[config.mk]
export PLATFORM = sky130hd
export DESIGN_NAME = uart_pixel_loader
export DESIGN_NICKNAME = d
export VERILOG_FILES = /design/src/rtl/uart_pixel_loader.sv
export SDC_FILE = /design/constraint.sdc
export NUM_CORES = 1
export LEC_CHECK = 0
export BUFFER_PORTS_ARGS = -buffer_cell sky130_fd_sc_hd__buf_4
export CAP_MARGIN = 20
export CORE_AREA = 2 2 101 103
export CTS_CLUSTER_DIAMETER = 40
export DETAILED_ROUTE_END_ITERATION = 12
export DIE_AREA = 0 0 103 105
export PLACE_DENSITY_LB_ADDON = 0.1
export SKIP_LAST_GASP = 1
export SLEW_MARGIN = 10
export SYNTH_ARGS = -nofsm -noshare
export SYNTH_HDL_FRONTEND = slang
export SYNTH_SLANG_ARGS = --single-unit
[constraint.sdc]
create_clock -name clk -period 2.55 [get_ports clk]
set_clock_uncertainty 0.1 [all_clocks]
set_input_delay 0.255 -clock clk [delete_from_list [all_inputs] [get_ports clk]]
set_output_delay 0.255 -clock clk [all_outputs]
set_load 0.02 [all_outputs]
[src/rtl/uart_pixel_loader.sv]
// uart_pixel_loader: 8N1 UART receiver plus a framing FSM that turns
// received bytes into sequential 6-bit pixel writes into the screen RAM.
module uart_pixel_loader #(
  parameter int unsigned CLK_HZ              = 27000000,
  parameter int unsigned BAUD                = 115200,
  parameter int unsigned IMAGE_SOURCE_X      = 100,
  parameter int unsigned IMAGE_SOURCE_Y      = 100,
  parameter int unsigned MEMORY_ADDRESS_BITS = 14,
  parameter logic [7:0]  SYNC_BYTE           = 8'hA5
) (
  input  logic                           clk,
  input  logic                           rst,
  input  logic                           rx,
  output logic                           wr_en,
  output logic [MEMORY_ADDRESS_BITS-1:0] wr_addr,
  output logic [5:0]                     wr_data,
  output logic                           busy,
  output logic                           frame_done,
  output logic                           framing_error
);

  localparam int unsigned DIV  = CLK_HZ / BAUD;
  localparam int unsigned HALF = DIV / 2;
  localparam int unsigned NPIX = IMAGE_SOURCE_X * IMAGE_SOURCE_Y;
  localparam int unsigned TW   = (DIV > 2) ? $clog2(DIV) : 1;

  localparam logic [TW-1:0] T_HALF = TW'(HALF - 1);
  localparam logic [TW-1:0] T_FULL = TW'(DIV - 1);
  localparam logic [MEMORY_ADDRESS_BITS-1:0] LAST_ADDR = MEMORY_ADDRESS_BITS'(NPIX - 1);

  typedef enum logic [2:0] {
    RX_IDLE,
    RX_START,
    RX_DATA,
    RX_STOP,
    RX_WAIT_HIGH
  } rx_state_t;

  typedef enum logic {
    F_HUNT,
    F_LOAD
  } frame_state_t;

  // ---------------------------------------------------------------------
  // Receiver
  // ---------------------------------------------------------------------
  logic      rx_s1, rx_s2, rx_d;
  rx_state_t rx_state, rx_state_next;
  logic [TW-1:0] timer, timer_next;
  logic [2:0] bit_idx, bit_idx_next;
  logic [7:0] shreg, shreg_next;
  logic       byte_valid, byte_valid_next;
  logic       fe_next;

  // Two-flop synchronizer plus one delayed copy for falling-edge detection
  always_ff @(posedge clk) begin
    if (rst) begin
      rx_s1 <= 1'b1;
      rx_s2 <= 1'b1;
      rx_d  <= 1'b1;
    end else begin
      rx_s1 <= rx;
      rx_s2 <= rx_s1;
      rx_d  <= rx_s2;
    end
  end

  // Receiver state register
  always_ff @(posedge clk) begin
    if (rst) begin
      rx_state      <= RX_IDLE;
      timer         <= '0;
      bit_idx       <= '0;
      shreg         <= '0;
      byte_valid    <= 1'b0;
      framing_error <= 1'b0;
    end else begin
      rx_state      <= rx_state_next;
      timer         <= timer_next;
      bit_idx       <= bit_idx_next;
      shreg         <= shreg_next;
      byte_valid    <= byte_valid_next;
      framing_error <= fe_next;
    end
  end

  // Receiver next-state: bit timing, sampling and stop-bit validation
  always_comb begin
    rx_state_next   = rx_state;
    timer_next      = timer + TW'(1);
    bit_idx_next    = bit_idx;
    shreg_next      = shreg;
    byte_valid_next = 1'b0;
    fe_next         = 1'b0;
    case (rx_state)
      RX_IDLE: begin
        timer_next = '0;
        if (rx_d && !rx_s2) rx_state_next = RX_START;
      end
      RX_START: begin
        if (timer == T_HALF) begin
          timer_next = '0;
          if (!rx_s2) begin
            rx_state_next = RX_DATA;
            bit_idx_next  = '0;
          end else begin
            rx_state_next = RX_IDLE;
          end
        end
      end
      RX_DATA: begin
        if (timer == T_FULL) begin
          timer_next = '0;
          shreg_next = {rx_s2, shreg[7:1]};
          if (bit_idx == 3'd7) rx_state_next = RX_STOP;
          else                 bit_idx_next  = bit_idx + 3'd1;
        end
      end
      RX_STOP: begin
        if (timer == T_FULL) begin
          timer_next = '0;
          if (rx_s2) begin
            byte_valid_next = 1'b1;
            rx_state_next   = RX_IDLE;
          end else begin
            fe_next       = 1'b1;
            rx_state_next = RX_WAIT_HIGH;
          end
        end
      end
      RX_WAIT_HIGH: begin
        timer_next = '0;
        if (rx_s2) rx_state_next = RX_IDLE;
      end
      default: begin
        timer_next    = '0;
        rx_state_next = RX_IDLE;
      end
    endcase
  end

  // ---------------------------------------------------------------------
  // Framing
  // ---------------------------------------------------------------------
  frame_state_t f_state, f_state_next;
  logic [MEMORY_ADDRESS_BITS-1:0] addr, addr_next;
  logic                           we_next;
  logic [MEMORY_ADDRESS_BITS-1:0] wa_next;
  logic [5:0]                     wd_next;
  logic                           done_next, done_pend;

  // Frame state, address counter and registered RAM-side outputs
  always_ff @(posedge clk) begin
    if (rst) begin
      f_state    <= F_HUNT;
      addr       <= '0;
      wr_en      <= 1'b0;
      wr_addr    <= '0;
      wr_data    <= '0;
      busy       <= 1'b0;
      done_pend  <= 1'b0;
      frame_done <= 1'b0;
    end else begin
      f_state    <= f_state_next;
      addr       <= addr_next;
      wr_en      <= we_next;
      wr_addr    <= wa_next;
      wr_data    <= wd_next;
      busy       <= (f_state_next == F_LOAD);
      done_pend  <= done_next;
      frame_done <= done_pend;
    end
  end

  // Frame next-state: sync hunting, pixel writes, restart and drop
  always_comb begin
    f_state_next = f_state;
    addr_next    = addr;
    we_next      = 1'b0;
    wa_next      = '0;
    wd_next      = '0;
    done_next    = 1'b0;
    case (f_state)
      F_HUNT: begin
        if (byte_valid && shreg == SYNC_BYTE) begin
          f_state_next = F_LOAD;
          addr_next    = '0;
        end
      end
      F_LOAD: begin
        if (byte_valid) begin
          if (shreg[7:6] == 2'b00) begin
            we_next = 1'b1;
            wa_next = addr;
            wd_next = shreg[5:0];
            if (addr == LAST_ADDR) begin
              f_state_next = F_HUNT;
              addr_next    = '0;
              done_next    = 1'b1;
            end else begin
              addr_next = addr + MEMORY_ADDRESS_BITS'(1);
            end
          end else if (shreg == SYNC_BYTE) begin
            addr_next = '0;
          end
        end
      end
      default: f_state_next = F_HUNT;
    endcase
  end

endmodule

==> out/metrics.yaml <==
run_status:
  outcome: "finished, final reports clean"
setup_path:
  worst_setup_path_end_kind: "flop"
  start_kind: "flop"
  crit_type: "reg -> reg"
  path_delay_family: "simple AND/OR/NAND/NOR gates"
  max_stage_delay_ns: 0.43
  crit_required_ns: 2.67
  worst-path-buf-inv: 0
  cp.depth: 5
  crit_fanout: 19
  reg2regPathDepth: 5
  crit_arrival_ns: 2.14
  cp_slowest_cell: "dfxtp_1"
  crit_chain: "ha_1 > and3_1 > nand4_2 > a311oi_1 > a211oi_1"
logic_synthesis:
  syn_avg_cell_area_um2: 9.87
  synth_edf_count: 0
  ys.flop_type: "dfxtp_1"
  syn-cell-area_um2: 2770
  synth_area_leader_cell: "dfxtp_1"
  syn_inst: 281
  synth_area_leaders: "dfxtp_1, mux2i_1, and2_1, ha_1, nor2_1"
  ys_ff_latch: 65
  synth_warnings: 0
  synth.most_common_cell: "dfxtp_1"
  yosysTopAreaCellShare: 0.469
  netlist_top_cells_count: "dfxtp_1, nor2_1, and2_1"
  synthDistinctLibCells: 56
  seq_area_frac_synth: 0.469
  async_flop_share: 0
  syn_nets: 291
routing:
  wl_met3_um: 269
  totalWireLength_um: 5660
  vias_per_cell: 4.65
  dr_total_vias: 2091
  drtPass1Iterations: 4
  wl_met2_um: 2640
  drc: 0
  wl_per_cell_um: 12.6
  ant_nets: 0
  first_iter_violations: 62
  top_layer_used: "met4"
  wl_met1_um: 2670
sta:
  setup_viol: 0
  worst_slew_pin_slew_ns: 0.575
  fin_crit_sh: 0.792
  max_slew_margin: 0.615
  timing.setup.tns_ns: 0
  rsz0062_at_grt: "no"
  hold_viol: 0
  post-route-min-period_ns: 2.02
  holdWs_ns: 0.224
  slew_viol_final: 0
  max_freq_ghz: 0.495
floorplanning:
  io_pins: 27
  dieHeight_um: 105
  die_area_um2: 10800
  start_util: 0.288
  core_um2: 9640
  die_w_um: 103
  rows: 36
cts:
  clk_latency_ns: 0.35
  clock-sinks: 65
  cts_tree: "done"
  clockRootBuffer: "clkbuf_8"
  post-cts-setup-buffers: 0
  clockBufferDepth: 2
  cts-buffers-inserted: 9
  path_clk_slew_ns: 0.08
  htreeDepth: 3
flow_run:
  cap_viol_max_count: 0
power:
  vdd_drop_max_v: 0.000247
  p_sw_w: 0.000576
  p_comb_frac: 0.074
  p_clk_frac: 0.467
  power_frac_seq: 0.460
  power_density_nw_per_um2: 696
  p_leak_nw: 1.21
  intPower_w: 0.00177
  p_sw_frac: 0.246
placement:
  dp_hpwl_um: 3820
  io_buffers: 26
  place_congestion: 0.745
hold_path:
  holdPathStages: 2
  holdCritPathClass: "in -> reg"
finish:
  drive_gt1_frac: 0.199
  antenna_cells_inserted: 0
  synthToLayoutAreaGrowth_pct: 21.5
  fin_nets: 322
global_route:
  grt_max_degree: 40
  antenna_found_initial: 0
  grt_overflow: 0
  grt_pass1_vias: 1886
  grt_pass1_wl_um: 9630
  grt_usage: 0.115
[path summary, 6_finish.rpt]
path,from,endpoint,slack [ns]
worst max-delay path,addr[0]$_SDFFE_PP0P_,addr[6]$_SDFFE_PP0P_,0.53
worst min-delay path,rst,shreg[4]$_SDFFE_PP0P_,0.22
worst max register to register,addr[0]$_SDFFE_PP0P_,addr[6]$_SDFFE_PP0P_,0.53
worst min register to register,rx_s1$_SDFF_PP1_,rx_s2$_SDFF_PP1_,0.31
[sequential cells by signal (all words and copies together), names as in the netlist]
register,count
addr,14
bit_idx,3
byte_valid,1
done_pend,1
f_state,1
frame_done,1
framing_error,1
rx_d,1
rx_s1,1
rx_s2,1
rx_state,3
shreg,8
timer,8
wr_addr,14
wr_data,6
wr_en,1
[power by group through the flow]
stage	sequential [W]	clock, W	combinational (W)
finish	0.00108	0.00109	0.000173
global route	0.00109	0.00119	0.000196
CTS	0.00108	0.00114	0.000176
detailed placement	0.00110	0	0.000175
global placement	0.00110	0	0.000175
floorplan	0.00107	0	0.000170
[metal layers]
layer | vias up | track usage
met1 | 973 | 0.152
met2 | 41 | 0.171
met4 | 0 | 0.0451
met5 | - | 0
li1 | 1070 | -
met3 | 7 | 0.0381
[cells in the final DEF, fill, tap and decap left out, types with 2 or more instances in the layout]
cell	count
dfxtp_1	65
buf_4	30
nor2_1	23
and2_1	20
mux2i_1	14
nand3_1	13
nand2_1	12
inv_1	9
a31oi_1	9
clkbuf_8	9
nor3_1	8
nand2b_1	7
ha_1	7
or3_1	5
o21ai_0	5
nor2b_1	4
or2_2	4
a21oi_1	4
o211ai_1	4
and3_1	3
nand4_2	3
or3b_1	3
nand4_1	3
nand3b_1	3
nand4b_1	3
xor2_1	3
xnor2_1	3
bufinv_16	3
and4bb_2	2
or4_1	2
o21ai_1	2
nor4_1	2
o32ai_1	2
inv_6	2
clkinv_4	2
[through the flow]
stage	instances	power [W]	worst slack [ns]	instance area [um2]	utilization
2_1_floorplan	281	0.00124	0.766	2770	-
3_3_place_gp	433	0.00128	0.619	3110	0.323
3_5_place_dp	433	0.00128	0.561	3110	0.323
4_1_cts	450	0.00239	0.552	3370	0.350
5_1_grt	450	0.00247	0.323	3370	0.350
6_report	450	0.00234	0.529	3370	0.350
[cell families (layout without fill, tap and decap cells)]
| family | Yosys count | after routing | synth area share |
|---|---|---|---|
| simple gates | 132 | 132 | 0.298 |
| flops | 65 | 65 | 0.469 |
| compound gates | 37 | 37 | 0.0997 |
| buf+inv | 20 | 56 | 0.0320 |
| mux | 14 | 14 | 0.0505 |
| fa+ha+maj | 7 | 7 | 0.0316 |
| xor+xnor | 6 | 6 | 0.0189 |
[final cells by class]
class	count	area, um2
sequential	65	1300
inverter	9	33.8
multi-input combinational	196	1380
fill	1018	6270
clock buffer	9	124
tap	133	166
clock inverter	7	125
timing repair buffer	31	235
[what timing repair did]
action | 4_1_cts | 5_1_grt
resized for setup | 0 | 0
endpoints found under the hold margin | 1 | 0
setup endpoints to repair | 0 | 0
hold buffers | 1 | 0
(Power assumes the default switching activity.)
